--- src/rtl/pipe_stage_pkg.sv ---
// pipe_stage_pkg
//   Shared definitions for the pipe_stage register slice.
//   - state_e     : occupancy state, encoding equals entries held (0..2)
//   - *_W         : default payload field widths and their sum PAYLOAD_W
//   - payload_t   : payload layout, MSB first
//   - pack_payload: builds a payload vector from its fields in layout order
package pipe_stage_pkg;

  typedef enum logic [1:0] {
    ST_EMPTY = 2'd0,
    ST_ONE   = 2'd1,
    ST_FULL  = 2'd2
  } state_e;

  localparam int unsigned JUMP_ADDR_W = 32;
  localparam int unsigned RESULT_W    = 32;
  localparam int unsigned ZERO_W      = 1;
  localparam int unsigned RDATA2_W    = 32;
  localparam int unsigned WADDR_W     = 5;
  localparam int unsigned PAYLOAD_W   = JUMP_ADDR_W + RESULT_W + ZERO_W + RDATA2_W + WADDR_W;

  typedef struct packed {
    logic [JUMP_ADDR_W-1:0] jump_addr;
    logic [RESULT_W-1:0]    result;
    logic [ZERO_W-1:0]      zero;
    logic [RDATA2_W-1:0]    rdata2;
    logic [WADDR_W-1:0]     waddr;
  } payload_t;

  // Field order here is the single definition of the wire layout.
  function automatic logic [PAYLOAD_W-1:0] pack_payload(
    input logic [JUMP_ADDR_W-1:0] jump_addr,
    input logic [RESULT_W-1:0]    result,
    input logic [ZERO_W-1:0]      zero,
    input logic [RDATA2_W-1:0]    rdata2,
    input logic [WADDR_W-1:0]     waddr
  );
    payload_t p;
    p.jump_addr = jump_addr;
    p.result    = result;
    p.zero      = zero;
    p.rdata2    = rdata2;
    p.waddr     = waddr;
    return p;
  endfunction

endpackage

--- src/rtl/pipe_stage.sv ---
// pipe_stage
//   Valid/ready pipeline register slice with optional skid entry.
//   SKID=1: two entries (main + skid), in_ready comes straight from a flop so
//           there is no combinational path from out_ready to in_ready.
//   SKID=0: single entry, in_ready = out_ready || !out_valid.
// Ports
//   clk, rst (async, active-low)       clock and reset
//   flush                              synchronous kill of all contents
//   in_valid / in_ready / in_data      upstream handshake and payload
//   out_valid / out_ready / out_data   downstream handshake and payload (main entry)
//   occ                                entries held (0..2)
//   stall_cnt / stall_clr              saturating stall counter and its clear
module pipe_stage
  import pipe_stage_pkg::*;
#(
  parameter int unsigned DATA_W = PAYLOAD_W,
  parameter int unsigned SKID   = 1,
  parameter int unsigned CNT_W  = 16
) (
  input  logic              clk,
  input  logic              rst,
  input  logic              flush,
  input  logic              in_valid,
  output logic              in_ready,
  input  logic [DATA_W-1:0] in_data,
  output logic              out_valid,
  input  logic              out_ready,
  output logic [DATA_W-1:0] out_data,
  output logic [1:0]        occ,
  output logic [CNT_W-1:0]  stall_cnt,
  input  logic              stall_clr
);

  state_e             state_q, state_d;
  logic [DATA_W-1:0]  main_q,  main_d;
  logic [CNT_W-1:0]   stall_cnt_q, stall_cnt_d;
  logic               accept_in;
  logic               accept_out;

  assign out_valid  = (state_q != ST_EMPTY);
  assign accept_in  = in_valid && in_ready;
  assign accept_out = out_valid && out_ready;
  assign out_data   = main_q;
  assign occ        = state_q;
  assign stall_cnt  = stall_cnt_q;

  generate
    if (SKID != 0) begin : g_skid
      logic [DATA_W-1:0] skid_q, skid_d;
      logic              in_ready_q, in_ready_d;

      assign in_ready = in_ready_q;

      // Next state and entry loads for the two-entry stage.
      always_comb begin
        state_d    = state_q;
        main_d     = main_q;
        skid_d     = skid_q;
        if (flush) begin
          state_d = ST_EMPTY;
          main_d  = '0;
          skid_d  = '0;
        end else begin
          case (state_q)
            ST_EMPTY: begin
              if (accept_in) begin
                main_d  = in_data;
                state_d = ST_ONE;
              end else begin
                state_d = ST_EMPTY;
              end
            end
            ST_ONE: begin
              if (accept_in && accept_out) begin
                main_d  = in_data;
                state_d = ST_ONE;
              end else if (accept_in) begin
                skid_d  = in_data;
                state_d = ST_FULL;
              end else if (accept_out) begin
                state_d = ST_EMPTY;
              end else begin
                state_d = ST_ONE;
              end
            end
            ST_FULL: begin
              // in_ready is low here, so only the drain can happen.
              if (accept_out) begin
                main_d  = skid_q;
                state_d = ST_ONE;
              end else begin
                state_d = ST_FULL;
              end
            end
            default: begin
              state_d = ST_EMPTY;
              main_d  = '0;
              skid_d  = '0;
            end
          endcase
        end
        // Registered ready: decided from the next state, not from out_ready.
        in_ready_d = (state_d != ST_FULL);
      end

      // Skid entry and registered in_ready.
      always_ff @(posedge clk or negedge rst) begin
        if (!rst) begin
          skid_q     <= '0;
          in_ready_q <= 1'b1;
        end else begin
          skid_q     <= skid_d;
          in_ready_q <= in_ready_d;
        end
      end
    end else begin : g_single
      assign in_ready = out_ready || !out_valid;

      // Next state and main load for the single-entry stage.
      always_comb begin
        state_d = state_q;
        main_d  = main_q;
        if (flush) begin
          state_d = ST_EMPTY;
          main_d  = '0;
        end else if (accept_in) begin
          main_d  = in_data;
          state_d = ST_ONE;
        end else if (accept_out) begin
          state_d = ST_EMPTY;
        end else if (state_q == ST_FULL) begin
          // Unreachable without a skid entry; recover to a legal state.
          state_d = ST_EMPTY;
        end else begin
          state_d = state_q;
        end
      end
    end
  endgenerate

  // Saturating stall counter; clear beats increment, flush does not touch it.
  always_comb begin
    stall_cnt_d = stall_cnt_q;
    if (stall_clr) begin
      stall_cnt_d = '0;
    end else if (out_valid && !out_ready && (stall_cnt_q != {CNT_W{1'b1}})) begin
      stall_cnt_d = stall_cnt_q + {{(CNT_W-1){1'b0}}, 1'b1};
    end else begin
      stall_cnt_d = stall_cnt_q;
    end
  end

  // State, main entry and stall counter registers.
  always_ff @(posedge clk or negedge rst) begin
    if (!rst) begin
      state_q     <= ST_EMPTY;
      main_q      <= '0;
      stall_cnt_q <= '0;
    end else begin
      state_q     <= state_d;
      main_q      <= main_d;
      stall_cnt_q <= stall_cnt_d;
    end
  end

endmodule

--- config.mk ---
export PLATFORM = sky130hd
export DESIGN_NAME = pipe_stage
export DESIGN_NICKNAME = d
export VERILOG_FILES = /design/src/rtl/pipe_stage_pkg.sv /design/src/rtl/pipe_stage.sv
export SDC_FILE = /design/constraint.sdc
export NUM_CORES = 1
export LEC_CHECK = 0
export BUFFER_PORTS_ARGS = -buffer_cell sky130_fd_sc_hd__buf_4
export CORE_UTILIZATION = 49
export DETAILED_ROUTE_END_ITERATION = 8
export PLACE_DENSITY = 0.73
export SETUP_SLACK_MARGIN = 0.02
export SYNTH_ARGS = -nofsm -noshare
export SYNTH_HDL_FRONTEND = slang
export SYNTH_SLANG_ARGS = --single-unit
export TNS_END_PERCENT = 30
--- constraint.sdc ---
create_clock -name clk -period 2.7 [get_ports clk]
set_input_delay 0.81 -clock clk [delete_from_list [all_inputs] [get_ports clk]]
set_output_delay 0.81 -clock clk [all_outputs]
set_load 0.005 [all_outputs]
==> flow_summary.ini, run 1 <==
[outcome]
outcome = completed

[clock_network]
cts_tree = done
cts_sinks = 223
cts_resized = 0
cts-hold-fix-buffers = 0
clk_pin_slew_worst_paths_ns = 0.06
clk_latency_ns = 0.51
cts_root_buffer = clkbuf_16
clock_path_buffers = 3
h-tree-depth = 1
post_cts_buffers = 0
cts_buffers = 25

[global_routing]
antenna_found_initial = 0
grt_overflow = 0
grt_pass1_vias = 8152
grt_max_degree = 137
grt_pass1_wl_um = 41900
grt_util_all_layers_pct = 23.1

[synth]
async_flop_share_pct = 100
synth_edf_count = 0
ys_seq_area_share_pct = 51.5
syn-instance-count = 1079
synth_area_per_cell_um2 = 10.0
synth_area_um2 = 10800
ys_warn_count = 0
synth_nets = 1190
synth_cell_types = 47
synth_ff_type = dfrtp_1
synth-seq-cells = 223

[layout]
multi_input_area_um2 = 4630
diodes = 0
n_fill_cell = 1819
area_growth_pct = 26.4
drive_gt1_share_pct = 27.0
fin_nets = 1389
seqCellArea_um2 = 5590

[sta]
hold_viol_final = 0
timing.slew.headroom_pct = 32.5
finalSetupTns_ns = 0
rsz0062_at_grt = no
fin_skew_ns = 0.00710
fmax_ghz = 0.430
slew_viol_final = 0
timing.hold.ws_ns = 0.256
min_period_over_period_pct = 86.2
worstMarginPinSlew_ns = 1.01
fin_crit_ns = 2.33
setup_viol = 0

[floorplanning]
design.core.area_um2 = 21800
die_x_um = 151
fp.dieH_um = 151
start_util_pct = 49.8
io_pins = 230
rows = 54
die-area_um2 = 22700

[placed_design]
place_congestion = 0.795
dp_hpwl_um = 16900
numPortBuffers = 229

[worst_hold_path]
hold_path_class = input pin to async pin

[route]
vias_per_cell = 5.34
dr.first_iter.drc_count = 300
wl_per_cell_um = 16.7
postRouteAntennaNets = 0
drt_wl_total_um = 26400
route.detailed.drc = 0
via_count = 8414
drtPass1Iterations = 4

[worst_setup_path]
end_kind = flop
path_buf_inv = 4
max_stage_delay_ns = 0.47
worst-setup-path-type = flop to flop
required_ns = 3.13
cp.arrival_ns = 2.76
crit_fanout = 23
crit_slowest_cell = dfrtp_4
cp_top_family = buffers and inverters
crit_path_start_kind = flop
worstPathCellList = or2_2 -> nand2_1 -> inv_1 -> ha_1 -> inv_1 -> a21o_1 -> a21o_4 -> buf_12 -> buf_4 -> mux2i_1
path_common_cell = inv_1

[pwr]
power_density_nw_per_um2 = 650
ir_drop_mv = 0.464
p_leak_nw = 6.55

[run]
cap_violations = 0
where the power goes:
| group | internal [W] | total [W] | leakage, nW | switching (W) |
|---|---|---|---|---|
| sequential | 0.00363 | 0.00381 | 3.00 | 0.000175 |
| combinational | 0.000756 | 0.00157 | 3.13 | 0.000810 |
| clock | 0.00216 | 0.00352 | 0.426 | 0.00136 |
| total | 0.00655 | 0.00889 | 6.55 | 0.00234 |
synth_stat cells (2+ instances only):
| cell type | number | area, um2 |
|---|---|---|
| dfrtp_1 | 222 | 5560 |
| nor2b_1 | 158 | 988 |
| nor2_1 | 112 | 420 |
| a21oi_1 | 110 | 551 |
| a211oi_1 | 102 | 766 |
| nand2_1 | 67 | 251 |
| inv_1 | 59 | 221 |
| mux2i_1 | 55 | 551 |
| buf_2 | 39 | 195 |
| mux2_2 | 38 | 428 |
| clkbuf_1 | 31 | 116 |
| mux2_1 | 16 | 180 |
| buf_4 | 10 | 75.1 |
| nor4_1 | 5 | 31.3 |
| o21ai_0 | 5 | 25.0 |
| o31ai_1 | 4 | 30.0 |
| or4_1 | 4 | 30.0 |
| ha_1 | 3 | 37.5 |
| nand4_1 | 3 | 18.8 |
| a21o_1 | 2 | 15.0 |
| and3_1 | 2 | 12.5 |
| buf_6 | 2 | 22.5 |
| nand3_1 | 2 | 10.0 |
| nor4_4 | 2 | 42.5 |
| o311ai_0 | 2 | 17.5 |
| o41ai_1 | 2 | 17.5 |
| or3_1 | 2 | 12.5 |
through the flow:
step	cells	util [%]	setup WS, ns	cell area, um2	power (W)
after floorplan	1079	-	0.457	10800	0.00468
after global placement	1531	59.0	0.268	12800	0.00541
after detailed placement	1531	59.0	0.170	12800	0.00545
after CTS	1576	62.9	0.358	13700	0.00897
after global routing	1576	62.9	0.211	13700	0.00931
final	1576	62.9	0.374	13700	0.00889
cell families (layout without fill, tap and decap cells):
| group | Yosys count | after routing | share of synthesized area (%) |
|---|---|---|---|
| multiplexers | 109 | 109 | 10.7 |
| adder cells (fa/ha/maj) | 3 | 3 | 0.347 |
| AO/OA/AOI/OAI | 232 | 232 | 13.6 |
| AND/OR/NAND/NOR | 371 | 371 | 18.0 |
| flip-flops | 223 | 223 | 51.5 |
| buffers and inverters | 141 | 358 | 5.82 |
metal layers:
metal	global-route usage, %	up-vias	wire length [um]
met5	0	-	0
met1	31.8	4102	12000
met3	4.30	36	1530
met4	6.75	0	590
li1	-	4089	-
met2	37.3	187	12200
path summary, 6_finish.rpt:
kind	startpoint	end	slack [ns]	depth (start not counted)
max	occ[1]	g_skid.skid_q[56]	0.37	10
min reg2reg	g_skid.skid_q[20]	g_skid.skid_q[20]	0.49	1
min in group clk	g_skid.skid_q[20]	g_skid.skid_q[20]	0.49	1
max in group asynchronous	rst	g_skid.skid_q[67]	1.74	2
max reg2reg	occ[1]	g_skid.skid_q[56]	0.37	10
min	rst	out_data[43]	0.26	1
cells in the final DEF, fill, tap and decap left out, drive strengths merged, types with 5 or more instances in the layout:
| cell type | n |
|---|---|
| o21ai | 6 |
| nand4 | 5 |
| a211oi | 102 |
| clkbuf | 32 |
| nor4 | 7 |
| mux2i | 55 |
| dfrtp | 222 |
| o31ai | 5 |
| buf | 254 |
| clkinv | 9 |
| mux2 | 54 |
| a21oi | 110 |
| nor2b | 158 |
| nor2 | 113 |
| inv | 59 |
| nand2 | 67 |
area by class of cell:
cell class / count / share of cell area [%]
tap: 280 / 2.56
inverter: 59 / 1.62
clock inverter: 13 / 1.21
clock buffer: 32 / 4.98
sequential: 223 / 40.8
multi-input combinational: 715 / 33.8
timing repair buffer: 254 / 15.0
flip-flops by register name, indices dropped and copies added, names as in the netlist:
name           flops
occ                2
stall_cnt         16
g_skid.skid_q    102
in_ready           1
out_data         102
No activity file was read; power rests on OpenSTA's default activity.
==> inputs of run 2 (changes only) <==
--- a/config.mk
+++ b/config.mk
@@ -5,6 +5,7 @@
 export SDC_FILE = /design/constraint.sdc
 export NUM_CORES = 1
 export LEC_CHECK = 0
+export ABC_AREA = 1
 export BUFFER_PORTS_ARGS = -buffer_cell sky130_fd_sc_hd__buf_4
 export CORE_UTILIZATION = 49
 export DETAILED_ROUTE_END_ITERATION = 8
==> flow_summary.ini, run 2 <==
[worst_setup_path]
worstSetupPathDepth = 3
crit_fanout = 5
path_buf_inv = 2
reg2reg_slack_ns = 0.47
worstReg2RegEnd = g_skid.skid_q[82]
crit_path_start_kind = flop
worst_r2r_path_depth = 9
required_ns = 1.89
r2r-start = occ[1]
crit_end = out_valid
worstPathCellList = nor2_1 -> inv_1 -> buf_4
end_kind = primary output
max_stage_delay_ns = 0.45
cp.arrival_ns = 1.47
crit_slowest_cell = dfrtp_1
cp_top_family = flip-flops
worst-setup-path-type = flop to primary output
cp-startpoint = occ[1]

[clock_network]
cts_resized = 0
cts_sinks = 223
cts-hold-fix-buffers = 0
post_cts_buffers = 0
cts_root_buffer = clkbuf_16
clock_path_buffers = 3
clk_pin_slew_worst_paths_ns = 0.06
cts_buffers = 25
clk_latency_ns = 0.52
h-tree-depth = 1
cts_tree = done

[floorplanning]
design.core.area_um2 = 21000
die-area_um2 = 22100
io_pins = 230
die_x_um = 149
start_util_pct = 50.1
fp.dieH_um = 149
rows = 53

[synth]
synth-seq-cells = 223
synth_top_area_share_pct = 52.7
synth_top_area_cell = dfrtp_1
async_flop_share_pct = 100
synth_edf_count = 0
yosysMostFrequentCell = o21ai_0
synth_ff_type = dfrtp_1
synth_area_leaders = dfrtp_1 53%, o21ai_0 12%, nand2_1 8.0%
ys_warn_count = 0
synth_nets = 1427
synth_common_cells = 262 x o21ai_0, 224 x nand2_1, 222 x dfrtp_1
synth_area_per_cell_um2 = 8.01
ys_seq_area_share_pct = 53.0
syn-instance-count = 1316
synth_area_um2 = 10500
synth_cell_types = 22

[route]
wl_per_cell_um = 16.0
postRouteAntennaNets = 0
drt_wl_total_um = 28500
via_count = 9703
dr.first_iter.drc_count = 721
vias_per_cell = 5.45
route.detailed.drc = 0
drtPass1Iterations = 6

[global_routing]
grt_pass1_vias = 9127
grt_max_degree = 133
grt_overflow = 0
grt_pass1_wl_um = 46200
antenna_found_initial = 0
grt_util_all_layers_pct = 25.7

[sta]
fin_crit_ns = 2.28
finalSetupTns_ns = 0
timing.slew.headroom_pct = 18.8
timing.hold.ws_ns = 0.244
hold_viol_final = 0
fin_skew_ns = 0.0194
setup_viol = 0
min_period_over_period_pct = 84.4
rsz0062_at_grt = no
worstMarginPinSlew_ns = 1.22
slew_viol_final = 0
fmax_ghz = 0.439

[pwr]
power_density_nw_per_um2 = 654
p_switching_w = 0.00230
p_int_w = 0.00642
ir_drop_mv = 0.433
power.share.combinational_pct = 16.2
seqPwrFrac_pct = 42.9
p_leak_nw = 6.62
swShare_pct = 26.4
p_clk_share_pct = 40.9
fin_total_pwr_w = 0.00872

[placed_design]
placed_cells = 1735
dp_hpwl_um = 17200
numPortBuffers = 229
place_congestion = 0.814

[layout]
area_growth_pct = 26.6
final_cells = 1779
multi_input_area_um2 = 4070
drive_gt1_share_pct = 19.7
fin_nets = 1598
diodes = 0
final_cell_mix = 262 x o21ai_0, 239 x buf_4, 223 x nand2_1
seqCellArea_um2 = 5580
final_common_cell = o21ai_0
n_fill_cell = 1816

[worst_hold_path]
hold_path_class = input pin to async pin

[run]
cap_violations = 0

[outcome]
outcome = completed
[run 2: worst min path at each step]
stage                  from                 to  slack [ns]
6_report                rst       out_data[85]        0.24
5_1_grt                 rst       out_data[86]        0.27
2_1_floorplan   out_data[0]        out_data[0]        0.50
4_1_cts                 rst  g_skid.skid_q[85]        0.27
3_3_place_gp   out_data[44]       out_data[44]        0.49
3_5_place_dp   out_data[32]       out_data[32]        0.50
[run 2: worst register-to-register path: cells and delay by family (launching register included)]
kind	cells	cell delay (ns)
buf+inv	2	0.43
compound gates	2	0.35
simple gates	4	0.70
fa+ha+maj	1	0.21
flops	1	0.45
[run 2: logic make-up (layout without fill, tap and decap cells)]
kind of cell	count (synthesis)	in the layout	synth area share, %
buffers and inverters	237	425	8.68
AO/OA/AOI/OAI	266	266	12.6
flip-flops	223	223	53.0
adder cells (fa/ha/maj)	3	3	0.356
XOR/XNOR	8	8	0.665
AND/OR/NAND/NOR	579	579	24.7
[run 2: layout make-up]
cell class,count,area share (%)
timing repair buffer,248,14.8
clock inverter,6,0.976
clock buffer,38,5.51
sequential,223,41.9
inverter,133,3.79
tap,275,2.58
multi-input combinational,856,30.5
[run 2: routing by layer]
metal / GRT usage, % / share of wire [%] / vias to the layer above
li1: - / - / 4699
met1: 35.3 / 43 / 4637
met2: 40.7 / 48 / 311
met3: 4.48 / 6.2 / 56
met4: 9.95 / 3.0 / 0
met5: 0 / 0 / -
[run 2: per-stage QoR]
| step | utilization [%] | cell area (um2) | worst slack, ns |
|---|---|---|---|
| finish | 63.4 | 13300 | 0.421 |
| global route | 63.4 | 13300 | 0.316 |
| CTS | 63.4 | 13300 | 0.405 |
| detailed placement | 59.3 | 12500 | 0.201 |
| global placement | 59.3 | 12500 | 0.297 |
| floorplan | - | 10500 | 0.484 |
[run 2: power groups by stage]
stage | combinational (W) | sequential, W | clock, W
floorplan | 0.000658 | 0.00379 | 0
global placement | 0.00139 | 0.00379 | 0
detailed placement | 0.00141 | 0.00380 | 0
CTS | 0.00142 | 0.00374 | 0.00362
global route | 0.00157 | 0.00377 | 0.00378
finish | 0.00141 | 0.00374 | 0.00357
==> inputs of run 3 (changes only) <==
--- a/config.mk
+++ b/config.mk
@@ -9,7 +9,7 @@
 export BUFFER_PORTS_ARGS = -buffer_cell sky130_fd_sc_hd__buf_4
 export CORE_UTILIZATION = 49
 export DETAILED_ROUTE_END_ITERATION = 8
-export PLACE_DENSITY = 0.73
+export PLACE_DENSITY = 0.76
 export SETUP_SLACK_MARGIN = 0.02
 export SYNTH_ARGS = -nofsm -noshare
 export SYNTH_HDL_FRONTEND = slang
==> constraint.sdc (replaced) <==
create_clock -name clk -period 1.9 [get_ports clk]
set_input_delay 0.57 -clock clk [delete_from_list [all_inputs] [get_ports clk]]
set_output_delay 0.57 -clock clk [all_outputs]
set_load 0.005 [all_outputs]
==> flow_summary.ini, run 3 (synthesized netlist as in run 2, its figures left out) <==
[clock_network]
clock_path_buffers = 3
clk_latency_ns = 0.53
cts_sinks = 223
h-tree-depth = 1
cts_tree = done
cts_root_buffer = clkbuf_16
clk_pin_slew_worst_paths_ns = 0.06
cts_buffers = 24

[sta]
finalSetupTns_ns = -0.0875
setup_viol = 4
rsz0062_at_grt = yes
hold_viol_final = 0
slew_viol_final = 0
timing.hold.ws_ns = 0.286
worstMarginPinSlew_ns = 0.533
min_period_over_period_pct = 103
fmax_ghz = 0.509
fin_skew_ns = 0.0192
timing.slew.headroom_pct = 64.5
fin_crit_ns = 1.96
setup_slack_ns = -0.0631

[route]
via_count = 10200
dr.first_iter.drc_count = 675
wl_per_cell_um = 16.9
vias_per_cell = 5.57
route.detailed.drc = 0
drtPass1Iterations = 7
postRouteAntennaNets = 0
drt_wl_total_um = 30800

[pwr]
p_int_w = 0.00974
power.share.combinational_pct = 17.9
fin_total_pwr_w = 0.0132
ir_drop_mv = 0.740
swShare_pct = 26.4
p_switching_w = 0.00349
p_clk_share_pct = 42.0
power_density_nw_per_um2 = 930
seqPwrFrac_pct = 40.2
p_leak_nw = 7.04

[worst_setup_path]
crit_fanout = 2
path_common_cell = buf_6
crit_path_start_kind = flop
end_kind = primary output
r2r-start = occ[1]
cp.arrival_ns = 1.39
worst-setup-path-type = flop to primary output
crit_slowest_cell = dfrtp_1
required_ns = 1.33
reg2reg_slack_ns = -0.01
worstPathCellList = nor2_2 -> buf_4 -> buf_6 -> inv_2 -> buf_6
worst_r2r_path_depth = 12
max_stage_delay_ns = 0.40
worstReg2RegEnd = g_skid.skid_q[95]

[global_routing]
grt_pass1_vias = 9384
gr-usage-met3_pct = 4.54
antenna_found_initial = 0
grt_overflow = 0
grt_pass1_wl_um = 47700
busiest_layer = met2
use_met1_pct = 37.2
grt_use_met2_pct = 42.9
grt_util_all_layers_pct = 26.7
grt_max_degree = 103

[layout]
drive_gt1_share_pct = 23.0
fin_area_um2 = 14200
area_growth_pct = 35.0
diodes = 0
final_common_cell = buf_4
fin_nets = 1644
final_cell_mix = 250 x buf_4, 246 x o21ai_0, 222 x nand2_1, 222 x dfrtp_1
final_cells = 1825

[worst_hold_path]
hold_depth = 2
hold_end = occ[0]
hold_path_class = input pin to flop
worstHoldStart = flush

[run]
cap_violations = 0

[floorplanning]
start_util_pct = 50.1
rows = 53
die_x_um = 149
io_pins = 230
die-area_um2 = 22100
design.core.area_um2 = 21000
fp.dieH_um = 149

[placed_design]
placed_cell_area_um2 = 13000
place_congestion = 0.858
placed_cells = 1768
dp_hpwl_um = 18800
numPortBuffers = 229

[outcome]
outcome = finished, violations left
violations = setup timing
run 3: what timing repair did:
item | in CTS | in global routing
buffers inserted | 2 | 4
gates resized for setup | 3 | 36
pin swaps | 1 | 1
cloned | 0 | 7
endpoints found under the setup margin | 2 | 189
hold endpoints to repair | 34 | 0
hold buffers | 1 | 0
run 3: metrics by stage:
step	setup slack (ns)	util, %
floorplan	0.00865	-
global placement	-0.0616	61.6
detailed placement	-0.123	61.6
CTS	0.0193	66.3
global route	-0.0927	67.7
finish	-0.0631	67.7
run 3: power groups by stage:
stage,Clock (W),Combinational [W],Sequential [W]
after global placement,0,0.00216,0.00538
after global routing,0.00581,0.00260,0.00535
after CTS,0.00562,0.00224,0.00531
after floorplan,0,0.000942,0.00538
final,0.00555,0.00236,0.00531
after detailed placement,0,0.00221,0.00539
run 3: per-layer routing:
| layer | part of all wire [%] | vias to the layer above |
|---|---|---|
| met5 | 0 | - |
| met4 | 1.9 | 0 |
| met3 | 8.5 | 55 |
| met2 | 47 | 450 |
| met1 | 42 | 4867 |
| li1 | - | 4795 |
run 3: layout make-up:
type,instances,area [um2]
Timing Repair Buffer,294,2730
Inverter,133,505
Fill cell,1692,6800
Sequential cell,223,5580
Clock inverter,14,289
Clock buffer,29,659
Tap cell,275,344
Multi-Input combinational cell,857,4110
run 3: worst max path at each step:
stage               depth (start not counted)       from           endpoint
CTS                                        10     occ[1]  g_skid.skid_q[45]
detailed placement                         10  out_ready       out_data[42]
floorplan                                  12  out_ready       out_data[87]
finish                                      5     occ[1]          out_valid
global route                                5     occ[1]          out_valid
global placement                           10  out_ready       out_data[42]
run 3: critical path, delay by kind of cell (launching register included):
kind | cells | cell delay, ns
flip-flops | 1 | 0.40
AND/OR/NAND/NOR | 1 | 0.14
buffers and inverters | 4 | 0.36
